==> config.mk <==
export PLATFORM = sky130hd
export DESIGN_NAME = wptr_full
export DESIGN_NICKNAME = d
export VERILOG_FILES = /design/src/rtl/wptr_full.sv
export SDC_FILE = /design/constraint.sdc
export NUM_CORES = 1
export LEC_CHECK = 0
export ABC_AREA = 0
export BUFFER_PORTS_ARGS = -buffer_cell sky130_fd_sc_hd__buf_2
export CORE_MARGIN = 2
export CORE_UTILIZATION = 43
export CTS_BUF_LIST = sky130_fd_sc_hd__clkbuf_16
export DETAILED_ROUTE_END_ITERATION = 8
export PLACE_DENSITY = 0.72
export SETUP_SLACK_MARGIN = 0.1
export SLEW_MARGIN = 20
export SYNTH_ARGS = -nofsm -noshare
export SYNTH_HDL_FRONTEND = slang
export SYNTH_SLANG_ARGS = --single-unit
export TNS_END_PERCENT = 30
==> constraint.sdc <==
create_clock -name wclk -period 1.95 [get_ports wclk]
set_input_delay 0.2925 -clock wclk [delete_from_list [all_inputs] [get_ports wclk]]
set_output_delay 0.2925 -clock wclk [all_outputs]
set_load 0.02 [all_outputs]
==> src/rtl/wptr_full.sv <==
// Write-side pointer and full-flag generator for the async FIFO (write clock domain).
// Optional almost-full flag compiled in with macro WPTR_ALMOST_FULL_EN.

module bin2gray #(
    parameter int WIDTH = 6
) (
    input  logic [WIDTH-1:0] bin,
    output logic [WIDTH-1:0] gray
);
    assign gray = bin ^ (bin >> 1);
endmodule

module wptr_full #(
    parameter int ADDR_WIDTH = 5,
    parameter int AF_THRESH  = 2
) (
    input  logic                  wclk,
    input  logic                  wrst_n,
    input  logic                  winc,
    input  logic [ADDR_WIDTH:0]   wq2_rptr,
    output logic [ADDR_WIDTH-1:0] waddr,
    output logic [ADDR_WIDTH:0]   wptr,
    output logic                  wfull,
    output logic                  wovf
`ifdef WPTR_ALMOST_FULL_EN
   ,output logic                  walmost_full
`endif
);
    localparam int PW = ADDR_WIDTH + 1;

    // The full test inverts the two top Gray bits, so at least 2 address bits are needed.
    if (ADDR_WIDTH < 2 || AF_THRESH < 0 || AF_THRESH > (1 << ADDR_WIDTH)) begin : g_bad_cfg
        $error("wptr_full: unsupported ADDR_WIDTH/AF_THRESH");
    end

    logic [PW-1:0] wbin_q, wbin_d;
    logic [PW-1:0] wptr_q, wptr_d;
    logic          wfull_q, wfull_d;
    logic          wovf_q, wovf_d;
    logic          wen;

    assign wen    = winc & ~wfull_q;
    assign wbin_d = wbin_q + PW'(wen);

    bin2gray #(.WIDTH(PW)) u_b2g (
        .bin  (wbin_d),
        .gray (wptr_d)
    );

    // Full when the next write pointer is one lap ahead of the synchronized read pointer.
    assign wfull_d = (wptr_d == {~wq2_rptr[ADDR_WIDTH:ADDR_WIDTH-1], wq2_rptr[ADDR_WIDTH-2:0]});
    assign wovf_d  = wovf_q | (winc & wfull_q);

    always_ff @(posedge wclk or negedge wrst_n) begin
        if (!wrst_n) begin
            wbin_q  <= '0;
            wptr_q  <= '0;
            wfull_q <= 1'b0;
            wovf_q  <= 1'b0;
        end else begin
            wbin_q  <= wbin_d;
            wptr_q  <= wptr_d;
            wfull_q <= wfull_d;
            wovf_q  <= wovf_d;
        end
    end

    assign waddr = wbin_q[ADDR_WIDTH-1:0];
    assign wptr  = wptr_q;
    assign wfull = wfull_q;
    assign wovf  = wovf_q;

`ifdef WPTR_ALMOST_FULL_EN
    localparam logic [PW-1:0] AF_LEVEL = PW'((1 << ADDR_WIDTH) - AF_THRESH);

    logic [PW-1:0] rbin;
    logic [PW-1:0] used_d;
    logic          walmost_full_q, walmost_full_d;

    always_comb begin
        rbin             = '0;
        rbin[ADDR_WIDTH] = wq2_rptr[ADDR_WIDTH];
        for (int i = ADDR_WIDTH - 1; i >= 0; i--) begin
            rbin[i] = rbin[i+1] ^ wq2_rptr[i];
        end
    end

    assign used_d         = wbin_d - rbin;
    assign walmost_full_d = (used_d >= AF_LEVEL);

    always_ff @(posedge wclk or negedge wrst_n) begin
        if (!wrst_n) walmost_full_q <= 1'b0;
        else         walmost_full_q <= walmost_full_d;
    end

    assign walmost_full = walmost_full_q;
`endif

endmodule

==> qor.txt, run 1 <==
==========================================================================================
Dominant combinational cell family by area after synthesis .................. XOR/XNOR gates
Net count of the mapped netlist .............................................           65
Worst Slack Setup Final .....................................................     -3.71 ps
GR Overflow Total ...........................................................            0
Sw frac .....................................................................        0.391
Time the final worst path needs with I/O delays and setup ...................      1950 ps
Total area of multi-input combinational cells ...............................      383 µm²
Fraction of synthesis flops using an asynchronous set or reset pin ..........         1.00
Initial DRC Count ...........................................................            2
Endpoint type of the worst setup path .......................................     register
Smallest hold slack .........................................................       275 ps
Number of buffers added by the clock tree synthesis step ....................            3
Routability Congestion ......................................................        0.743
Worst setup startpoint ......................................................        wfull
Drt total wl ................................................................      1320 µm
Largest net degree at the start of global routing ...........................           14
Boundary Pins ...............................................................           22
Max FO, Critical Path .......................................................            3
Run status .................................................................. finished with violations
Share of cell area taken by muxes after synthesis ...........................            0
Fraction of the mapped netlist area in compound gates .......................       0.0561
Share of the cycle needed by the critical path after routing ................         1.00
Max clock buf depth .........................................................            2
Avg Synthesized Cell Area ...................................................     12.4 µm²
Sw power ....................................................................     0.807 mW
YS warnings .................................................................            0
First drt pass iteration count ..............................................            4
Sequential area share after synthesis .......................................        0.486
Adder-cell area share of the yosys netlist ..................................       0.0374
Vias ........................................................................          506
Cells after Synth ...........................................................           54
Endpoint arrival time on the critical path ..................................      2120 ps
Cell area reported after detailed placement .................................      858 µm²
Number of filler instances in the final layout ..............................          117
Filler-free cell count of the finished design ...............................          101
Clock edge transition at the registers on the reported setup and hold paths .        40 ps
HP Class .................................................................... input port to register
Clock power share ...........................................................        0.179
Routed Antenna Nets .........................................................            0
Distinct cell type count of the synthesized netlist .........................           22
Final Hold Fails ............................................................            0
Setup slack, reg-to-reg .....................................................        -4 ps
Post-Synth XOR/XNOR Area ....................................................        0.262
Number of maximum-capacitance violations ....................................            0
Required time of the critical path ..........................................      2120 ps
Post-detailed-placement half-perimeter wirelength ...........................       929 µm
Number of pins exceeding their max-slew limit in the final report ...........            0
Number of cells traversed by the worst register-to-register path ............            9
Maximum resistive drop on vdd ...............................................      1040 µV
Post-layout instance area ...................................................      991 µm²
Inserted Diodes .............................................................            0
Worst setup slack after placement ...........................................     -63.0 ps
Rows ........................................................................           14
Storage cell area ...........................................................      327 µm²
Post-synthesis cell area ....................................................      669 µm²
Setup-violating endpoint count in the final report ..........................            1
Fraction of layout instances using a drive strength above 1 .................        0.529
Die Outline Area ............................................................     1890 µm²
Area growth from synthesis to final layout ..................................        48.0%
First-pass GRT wire length ..................................................      2210 µm
Prevailing post-synth register cell ......................................... sky130_fd_sc_hd__dfrtp_1
Area of the core ............................................................     1490 µm²
Hold path depth .............................................................            2
Peak Freq ...................................................................      512 MHz
Source-to-sink clock delay at the later pin of the worst-skew pair ..........       240 ps
Horizontal die dimension ....................................................      43.5 µm
Sequential power share ......................................................        0.266
Leak pwr ....................................................................     0.496 nW
Average wire per standard cell ..............................................      13.0 µm
Level count of the clock H-tree .............................................            1
Relative contribution of combinational cells to total power .................        0.555
Met3 wirelength from detailed routing .......................................        65 µm
Worst relative slew slack ...................................................        0.761
Power per standard cell area ................................................  2080 nW/µm²
All-layer global routing usage ..............................................        0.166
Category of the most critical setup path .................................... register to register
Clock tree from TritonCTS ...................................................        built
Clk root buf ................................................................ sky130_fd_sc_hd__clkbuf_16
Violations in the final reports ............................................. setup timing
Hold_sp .....................................................................         winc
Post-placement cell count ...................................................           96
Launching element type of the critical path .................................     register
Total length of routed met2 wires ...........................................       701 µm
Worst min-delay path endpoint ...............................................         wovf
Vias in the first global route ..............................................          526
Die Y .......................................................................      43.5 µm
Post-synthesis share of cell area spent on and, or, nand and nor gates ......        0.123
Worst clock skew ............................................................      2.10 ps
Final routed DRC violation total ............................................            0
Initial Utilization .........................................................        0.450
Unrepaired setup endpoints after global routing .............................         true
Number of clock sinks .......................................................           13
Vias per cell ...............................................................         5.01
Uppermost routed layer ......................................................         met4
Input/output buffers ........................................................           21
Number of nets in the final layout ..........................................           97
Critical register-to-register path endpoint .................................        wfull
Count of flip-flops with a built-in enable after synthesis ..................            0
Cell Int Power ..............................................................      1.26 mW
WL met1 .....................................................................       535 µm
Transition time of the tightest slew-check pin ..............................       359 ps
Antenna violations before repair ............................................            0
Startpoint of the most critical register-to-register path ...................        wfull
#FFs+latches synth ..........................................................           13
==========================================================================================
sequential cells by signal (all words and copies together), names as in the netlist:
register,cells
wfull,1
wptr,5
wovf,1
wbin_q,6
timing repair:
action / in CTS / in global routing
endpoints found under the hold margin: 13 / 0
pin swaps: 0 / 2
hold buffers: 1 / 0
gates resized for setup: 2 / 7
setup buffers: 0 / 0
setup endpoints to repair: 1 / 2
worst max path at each step:
stage               slack (ps)  depth (start not counted)    end
floorplan                    9                          8  wfull
global placement           -30                          9  wfull
detailed placement         -60                          9  wfull
CTS                        -10                          9  wfull
global route              -120                          9  wfull
finish                      -4                          9  wfull
cell usage in the layout, fill, tap and decap left out, types with 2 or more instances in the layout:
cell type	synthesis	layout
sky130_fd_sc_hd__nand3_1	4	4
sky130_fd_sc_hd__xnor2_1	3	3
sky130_fd_sc_hd__clkbuf_16	0	3
sky130_fd_sc_hd__xor2_1	10	8
sky130_fd_sc_hd__nand2_1	4	4
sky130_fd_sc_hd__xnor3_1	2	2
sky130_fd_sc_hd__buf_4	1	6
sky130_fd_sc_hd__dfrtp_1	13	12
sky130_fd_sc_hd__buf_2	1	21
sky130_fd_sc_hd__xor2_2	1	2
sky130_fd_sc_hd__buf_6	1	2
layer usage:
| layer | track usage | vias to the layer above |
|---|---|---|
| li1 | - | 242 |
| met2 | 0.284 | 16 |
| met4 | 0.0909 | 0 |
| met5 | 0 | - |
| met3 | 0.0542 | 2 |
| met1 | 0.181 | 246 |
cell usage after synthesis (2+ instances only):
library cell | n | share of area
sky130_fd_sc_hd__xor2_1 | 10 | 0.13
sky130_fd_sc_hd__ha_1 | 2 | 0.037
sky130_fd_sc_hd__dfrtp_1 | 13 | 0.49
sky130_fd_sc_hd__xnor2_1 | 3 | 0.039
sky130_fd_sc_hd__nor2_1 | 2 | 0.011
sky130_fd_sc_hd__nand2_1 | 4 | 0.022
sky130_fd_sc_hd__nand3_1 | 4 | 0.030
sky130_fd_sc_hd__xnor3_1 | 2 | 0.067
worst max-delay path: stages, from the launching register on:
cell	delay [ps]
sky130_fd_sc_hd__dfrtp_2	400
sky130_fd_sc_hd__nor2b_2	110
sky130_fd_sc_hd__ha_2	210
sky130_fd_sc_hd__ha_4	180
sky130_fd_sc_hd__xor2_4	180
sky130_fd_sc_hd__buf_6	120
sky130_fd_sc_hd__xnor3_1	260
sky130_fd_sc_hd__xor2_2	170
sky130_fd_sc_hd__a21oi_2	90
sky130_fd_sc_hd__and4_1	170
cells by family (layout without fill, tap and decap cells):
logic type	Yosys count	after routing
XOR/XNOR	16	16
buffers and inverters	3	34
adder cells (fa/ha/maj)	2	2
AND/OR/NAND/NOR	15	15
AO/OA/AOI/OAI	5	5
flip-flops	13	13
stage by stage:
stage	TNS (ps)	util	power, mW
after floorplan	0	-	1.31
after CTS	-14.2	0.642	2.03
after global routing	-117	0.666	2.22
after detailed placement	-63.0	0.576	1.62
final	-3.71	0.666	2.06
after global placement	-32.2	0.576	1.60
cell type report:
class / instances / share of cell area
clock buffers: 3 / 0.0758
multi-input cells: 38 / 0.386
repair buffers: 30 / 0.184
flip-flops and latches: 13 / 0.330
well taps: 16 / 0.0202
clock inverters: 1 / 0.00379
power groups by stage:
stage	Sequential [mW]	Clock, mW	Combinational, mW
6_report	0.549	0.369	1.15
5_1_grt	0.572	0.395	1.25
4_1_cts	0.546	0.381	1.10
3_5_place_dp	0.549	0	1.07
3_3_place_gp	0.544	0	1.05
2_1_floorplan	0.654	0	0.655
Note: power is estimated with default switching activity, not from simulation.
==> inputs of run 2 (changes only) <==
- REMOVE_ABC_BUFFERS: unset -> 1
==> qor.txt, run 2 (synthesis gave the netlist of run 1 again) <==
==========================================================================================
Run status .................................................................. finished clean
Clock edge transition at the registers on the reported setup and hold paths .        40 ps   about the same
Unrepaired setup endpoints after global routing .............................         true
Clk root buf ................................................................ sky130_fd_sc_hd__clkbuf_16
Series of cell instances along the critical path ............................ nor2b_1 -> ha_2 -> ha_4 -> buf_6 -> and2b_2 -> a221oi_2 -> xnor2_1 -> and4_1
Max FO, Critical Path .......................................................            4   +1
Aggregate negative setup slack ..............................................         0 ps   +3.71 ps
Sw frac .....................................................................        0.389   -0.00248
Antenna violations before repair ............................................            0   unchanged
Level count of the clock H-tree .............................................            1   unchanged
Buffers plus inverters on the worst setup path ..............................            1   unchanged
Power per standard cell area ................................................  2140 nW/µm²   +2.6%
All-layer global routing usage ..............................................        0.180   +0.0138
Largest net degree at the start of global routing ...........................           14   unchanged
Number of clock sinks .......................................................           13   unchanged
Dominant delay contributor by cell family on the critical path .............. simple AND/OR/NAND/NOR gates
Maximum resistive drop on vdd ...............................................      1110 µV   +6.6%
Flip-flop count of the largest register, all copies and words added .........            6   unchanged
Endpoint arrival time on the critical path ..................................      2100 ps   -20 ps
Launching element type of the critical path .................................     register
Area of the core ............................................................     1490 µm²   unchanged
Tot Pwr .....................................................................      2.12 mW   +2.6%
Worst relative slew slack ...................................................        0.751   -0.00938
Max clock buf depth .........................................................            2   unchanged
Final routed DRC violation total ............................................            0   unchanged
Peak Freq ...................................................................      521 MHz   +1.7%
Category of the most critical setup path .................................... register to register
GR Overflow Total ...........................................................            0   unchanged
Leading cell types in the layout, fill and taps excluded .................... 21 x sky130_fd_sc_hd__buf_2, 13 x sky130_fd_sc_hd__dfrtp_1, 11 x sky130_fd_sc_hd__buf_4, 10 x sky130_fd_sc_hd__xor2_1
First-pass GRT wire length ..................................................      2350 µm   +6.3%
Worst clock skew ............................................................      1.11 ps   -0.986 ps
Required time of the critical path ..........................................      2130 ps   about the same
Die Y .......................................................................      43.5 µm   unchanged
Leak pwr ....................................................................     0.512 nW   +3.3%
Leading cell type in the layout, fill and taps excluded ..................... sky130_fd_sc_hd__buf_2
Routed Antenna Nets .........................................................            0   unchanged
Setup-violating endpoint count in the final report ..........................            0   -1
Fraction of layout instances using a drive strength above 1 .................        0.494   -0.0350
Input/output buffers ........................................................           21   unchanged
Transition time of the tightest slew-check pin ..............................       373 ps   +14.1 ps
Post-detailed-placement half-perimeter wirelength ...........................       878 µm   -5.5%
Die Outline Area ............................................................     1890 µm²   unchanged
Worst setup slack after placement ...........................................      -138 ps   -74.7 ps
Cell Int Power ..............................................................      1.29 mW   +3.0%
Clock power share ...........................................................        0.176   -0.003
Number of nets in the final layout ..........................................          101   +4.1%
Delay of the slowest critical-path stage ....................................       370 ps   -30 ps
Largest Register ............................................................       wbin_q
Drt total wl ................................................................      1400 µm   +6.2%
Area growth from synthesis to final layout ..................................        48.0%   unchanged
Rows ........................................................................           14   unchanged
Inserted Diodes .............................................................            0   unchanged
Average wire per standard cell ..............................................      13.3 µm   +2.2%
Time the final worst path needs with I/O delays and setup ...................      1920 ps   -33.4 ps
First drt pass iteration count ..............................................            4   unchanged
Worst Slack Setup Final .....................................................      29.7 ps   +33.4 ps
Boundary Pins ...............................................................           22   unchanged
HP Class .................................................................... input port to register
Clock tree from TritonCTS ...................................................        built
Source-to-sink clock delay at the later pin of the worst-skew pair ..........       240 ps   about the same
Vias ........................................................................          522   +3.2%
Relative contribution of combinational cells to total power .................        0.561   +0.006
Number of buffers added by the clock tree synthesis step ....................            3   unchanged
Final Hold Fails ............................................................            0   unchanged
Endpoint type of the worst setup path .......................................     register
Sequential power share ......................................................        0.262   -0.004
Number of maximum-capacitance violations ....................................            0   unchanged
Initial DRC Count ...........................................................            5   +3
Initial Utilization .........................................................        0.450   unchanged
Number of pins exceeding their max-slew limit in the final report ...........            0   unchanged
Sw power ....................................................................     0.823 mW   +2.0%
Vias per cell ...............................................................         4.97   -0.77%
Horizontal die dimension ....................................................      43.5 µm   unchanged
Library cell contributing the largest single delay on the critical path ..... sky130_fd_sc_hd__dfrtp_1
Routability Congestion ......................................................        0.690   -7.1%
Share of the cycle needed by the critical path after routing ................        0.985   -0.0171
Vias in the first global route ..............................................          520   -1.1%
==========================================================================================
## run 2: cell types whose count changed in the layout (fill, tap and decap cells not counted), sizes merged
cell | before | now
buf | 29 | 33
## run 2: final cells by class
type	instances	area [µm²]
clock buffers	3	75.1
multi-input cells	38	358
clock inverters	1	3.75
repair buffers	34	209
flip-flops and latches	13	325
fillers	114	498
well taps	16	20.0
## run 2: power by group through the flow
stage	Clock (mW)	Sequential (mW)	Combinational, mW
after floorplan	0	0.691	0.508
after global placement	0	0.534	1.02
after detailed placement	0	0.536	1.03
after CTS	0.383	0.552	1.14
after global routing	0.398	0.575	1.28
final	0.373	0.556	1.19
## run 2: per-stage QoR
step	cell area, µm²	hold WS [ps]	cells	util
floorplan	646	-3.09	51	-
finish	991	274	105	0.666
detailed placement	831	196	96	0.558
CTS	972	271	103	0.653
global route	991	284	105	0.666
global placement	831	192	96	0.558
## run 2: path summary, 6_finish.rpt
kind | start | to | slack (ps) | cells past startpoint
hold reg to reg | wovf | wovf | 460 | 1
setup reg to reg | wfull | wfull | 30 | 8
min in group asynchronous | wrst_n | wovf | 470 | 2
max in group asynchronous | wrst_n | wptr[4] | 1250 | 2
hold / removal | winc | wovf | 270 | 2
setup / recovery | wfull | wfull | 30 | 8
## run 2: layer usage
layer / share of wire / track usage
met1: 0.40 / 0.194
met2: 0.55 / 0.328
met3: 0.031 / 0.0250
met4: 0.020 / 0.109
met5: 0 / 0
## run 2: worst reg2reg max path: stages (launching register included)
cell	delay [ps]
sky130_fd_sc_hd__dfrtp_1	370
sky130_fd_sc_hd__nor2b_1	140
sky130_fd_sc_hd__ha_2	230
sky130_fd_sc_hd__ha_4	170
sky130_fd_sc_hd__buf_6	110
sky130_fd_sc_hd__and2b_2	220
sky130_fd_sc_hd__a221oi_2	280
sky130_fd_sc_hd__xnor2_1	150
sky130_fd_sc_hd__and4_1	190
## run 2: what timing repair did
action                     in CTS  in global routing
gates resized for setup         6                  1
setup endpoints to repair       1                  3
hold endpoints to repair       13                  0
setup buffers                   2                  2
pin swaps                       3                  6
hold buffers                    1                  0
==> inputs of run 3 (changes only) <==
- CELL_PAD_IN_SITES_DETAIL_PLACEMENT: unset -> 1
- CELL_PAD_IN_SITES_GLOBAL_PLACEMENT: unset -> 1
- CORE_UTILIZATION: 43 -> 33
- PLACE_DENSITY: 0.72 -> unset
- PLACE_DENSITY_LB_ADDON: unset -> 0.1
==> qor.txt, run 3 (synthesis gave the netlist of run 1 again) <==
==========================================================================================
Required time of the critical path ..........................................      2120 ps   about the same
Level count of the clock H-tree .............................................            1   unchanged
Largest Register ............................................................       wbin_q
Violations in the final reports ............................................. setup timing
Die Y .......................................................................      49.0 µm   +13%
Number of clock sinks .......................................................           13   unchanged
Source-to-sink clock delay at the later pin of the worst-skew pair ..........       240 ps   about the same
Vias ........................................................................          517   -0.96%
Final Hold Fails ............................................................            0   unchanged
Time the final worst path needs with I/O delays and setup ...................      2030 ps   +106 ps
Number of cells traversed by the worst register-to-register path ............            9   +1
Post-detailed-placement half-perimeter wirelength ...........................      1110 µm   +27%
Vias in the first global route ..............................................          585   +13%
Clock tree from TritonCTS ...................................................        built
Initial Utilization .........................................................        0.345   -0.105
Worst clock skew ............................................................      1.12 ps   +0.0118 ps
Clock edge transition at the registers on the reported setup and hold paths .        40 ps   about the same
Average wire per standard cell ..............................................      13.5 µm   +1.5%
Hold_sp .....................................................................         winc
Flip-flop count of the largest register, all copies and words added .........            6   unchanged
Vias per cell ...............................................................         4.50   -9.6%
Aggregate negative setup slack ..............................................     -76.6 ps   -76.6 ps
First drt pass iteration count ..............................................            3   -1
Leading cell types in the layout, fill and taps excluded .................... 21 x sky130_fd_sc_hd__buf_2, 13 x sky130_fd_sc_hd__dfrtp_1, 10 x sky130_fd_sc_hd__xor2_1, 10 x sky130_fd_sc_hd__buf_4
Setup-violating endpoint count in the final report ..........................            1   +1
Leak pwr ....................................................................     0.506 nW   -1.2%
Number of buffers added by the clock tree synthesis step ....................            3   unchanged
Transition time of the tightest slew-check pin ..............................       382 ps   +9.22 ps
Worst relative slew slack ...................................................        0.745   -0.00615
Filler-free cell count of the finished design ...............................          115   +9.5%
First-pass GRT wire length ..................................................      2570 µm   +9.7%
Critical register-to-register path endpoint .................................        wfull
Maximum resistive drop on vdd ...............................................       953 µV   -14%
All-layer global routing usage ..............................................        0.148   -0.0314
Smallest hold slack .........................................................       267 ps   -6.74 ps
Boundary Pins ...............................................................           22   unchanged
Number of nets in the final layout ..........................................          100   -0.99%
Drt total wl ................................................................      1560 µm   +11%
Unrepaired setup endpoints after global routing .............................         true
Clk root buf ................................................................ sky130_fd_sc_hd__clkbuf_16
Inserted Diodes .............................................................            0   unchanged
Delay of the slowest critical-path stage ....................................       370 ps   about the same
Run status .................................................................. finished with violations
Routed Antenna Nets .........................................................            0   unchanged
Max FO, Critical Path .......................................................            3   -1
Largest net degree at the start of global routing ...........................           14   unchanged
Post-placement cell count ...................................................          108   +13%
Routability Congestion ......................................................        0.701   +1.5%
Worst Slack Setup Final .....................................................     -76.6 ps   -106 ps
Worst setup startpoint ......................................................        wfull
Rows ........................................................................           16   +2
Die Outline Area ............................................................     2400 µm²   +27%
Power per standard cell area ................................................  2130 nW/µm²   -0.47%
Startpoint of the most critical register-to-register path ...................        wfull
Horizontal die dimension ....................................................      49.0 µm   +13%
Setup slack, reg-to-reg .....................................................       -80 ps   -110 ps
Number of pins exceeding their max-slew limit in the final report ...........            0   unchanged
Series of cell instances along the critical path ............................ nor2b_1 -> ha_2 -> ha_4 -> xor2_4 -> buf_6 -> xnor3_1 -> xor2_1 -> a21oi_2 -> and4_1
Endpoint arrival time on the critical path ..................................      2200 ps   +100 ps
Number of maximum-capacitance violations ....................................            0   unchanged
Category of the most critical setup path .................................... register to register
Final routed DRC violation total ............................................            0   unchanged
Critical path endpoint ......................................................        wfull
Library cell contributing the largest single delay on the critical path ..... sky130_fd_sc_hd__dfrtp_1
HP Class .................................................................... input port to register
Worst setup slack after placement ...........................................      -261 ps   -123 ps
Peak Freq ...................................................................      493 MHz   -5.2%
Antenna violations before repair ............................................            0   unchanged
Share of the cycle needed by the critical path after routing ................         1.04   +0.0545
Initial DRC Count ...........................................................            6   +1
Launching element type of the critical path .................................     register
Area of the core ............................................................     1940 µm²   +30%
Fraction of layout instances using a drive strength above 1 .................        0.477   -0.0171
Max clock buf depth .........................................................            2   unchanged
Input/output buffers ........................................................           21   unchanged
Endpoint type of the worst setup path .......................................     register
Area growth from synthesis to final layout ..................................        48.0%   unchanged
Leading cell type in the layout, fill and taps excluded ..................... sky130_fd_sc_hd__buf_2
GR Overflow Total ...........................................................            0   unchanged
Number of filler instances in the final layout ..............................          234   +110%
==========================================================================================
==> run 3: cell types whose count changed in the layout (fill, tap and decap cells not counted) <==
cell and delta:
sky130_fd_sc_hd__a221oi_1 +1, sky130_fd_sc_hd__a221oi_2 -1, sky130_fd_sc_hd__buf_4 -1
==> run 3: final cells by class <==
class	instances	area, µm²	share of cell area
well taps	27	33.8	0.0341
clock buffers	3	75.1	0.0758
multi-input cells	38	352	0.355
flip-flops and latches	13	325	0.328
clock inverters	1	3.75	0.00379
repair buffers	33	201	0.203
==> run 3: power breakdown <==
part	leakage, nW	internal (mW)	switching, mW
Sequential	0.157	0.412	0.135
Clock	0.0423	0.270	0.106
Combinational	0.306	0.590	0.594
==> run 3: per-layer routing <==
| metal | part of all wire | vias to the layer above | routed length [µm] | track usage |
|---|---|---|---|---|
| li1 | - | 248 | - | - |
| met1 | 0.42 | 250 | 656 | 0.167 |
| met2 | 0.52 | 14 | 816 | 0.251 |
| met3 | 0.029 | 5 | 45 | 0.0307 |
| met4 | 0.024 | 0 | 38 | 0.100 |
| met5 | 0 | - | 0 | 0 |
==> run 3: how the worst min path moves through the flow <==
stage,to,slack (ps),cells after the start
2_1_floorplan,wbin_q[0],-3,0
3_3_place_gp,wptr[1],190,1
3_5_place_dp,wptr[0],190,1
4_1_cts,wovf,270,2
5_1_grt,wovf,270,2
6_report,wovf,270,2
==> run 3: repair_timing <==
| item | 4_1_cts | 5_1_grt |
|---|---|---|
| endpoints found under the setup margin | 2 | 3 |
| pin swaps | 0 | 3 |
| hold buffers | 1 | 0 |
| setup buffers | 2 | 0 |
| hold endpoints to repair | 13 | 0 |
| resized for setup | 3 | 3 |
==> run 3: critical path, delay by kind of cell (launching register included) <==
family,cells,cell delay [ps]
xor gates and xnor gates,3,600
adders and majority gates,2,410
DFF,1,370
and+or+nand+nor,2,310
buffers and inverters,1,130
AOI/OAI and AO/OA,1,140
==> run 3: stage by stage <==
step | instance area (µm²) | total power, mW | utilization
2_1_floorplan | 646 | 1.20 | -
3_3_place_gp | 852 | 1.56 | 0.439
3_5_place_dp | 852 | 1.60 | 0.439
4_1_cts | 971 | 2.08 | 0.500
5_1_grt | 991 | 2.27 | 0.510
6_report | 991 | 2.11 | 0.510
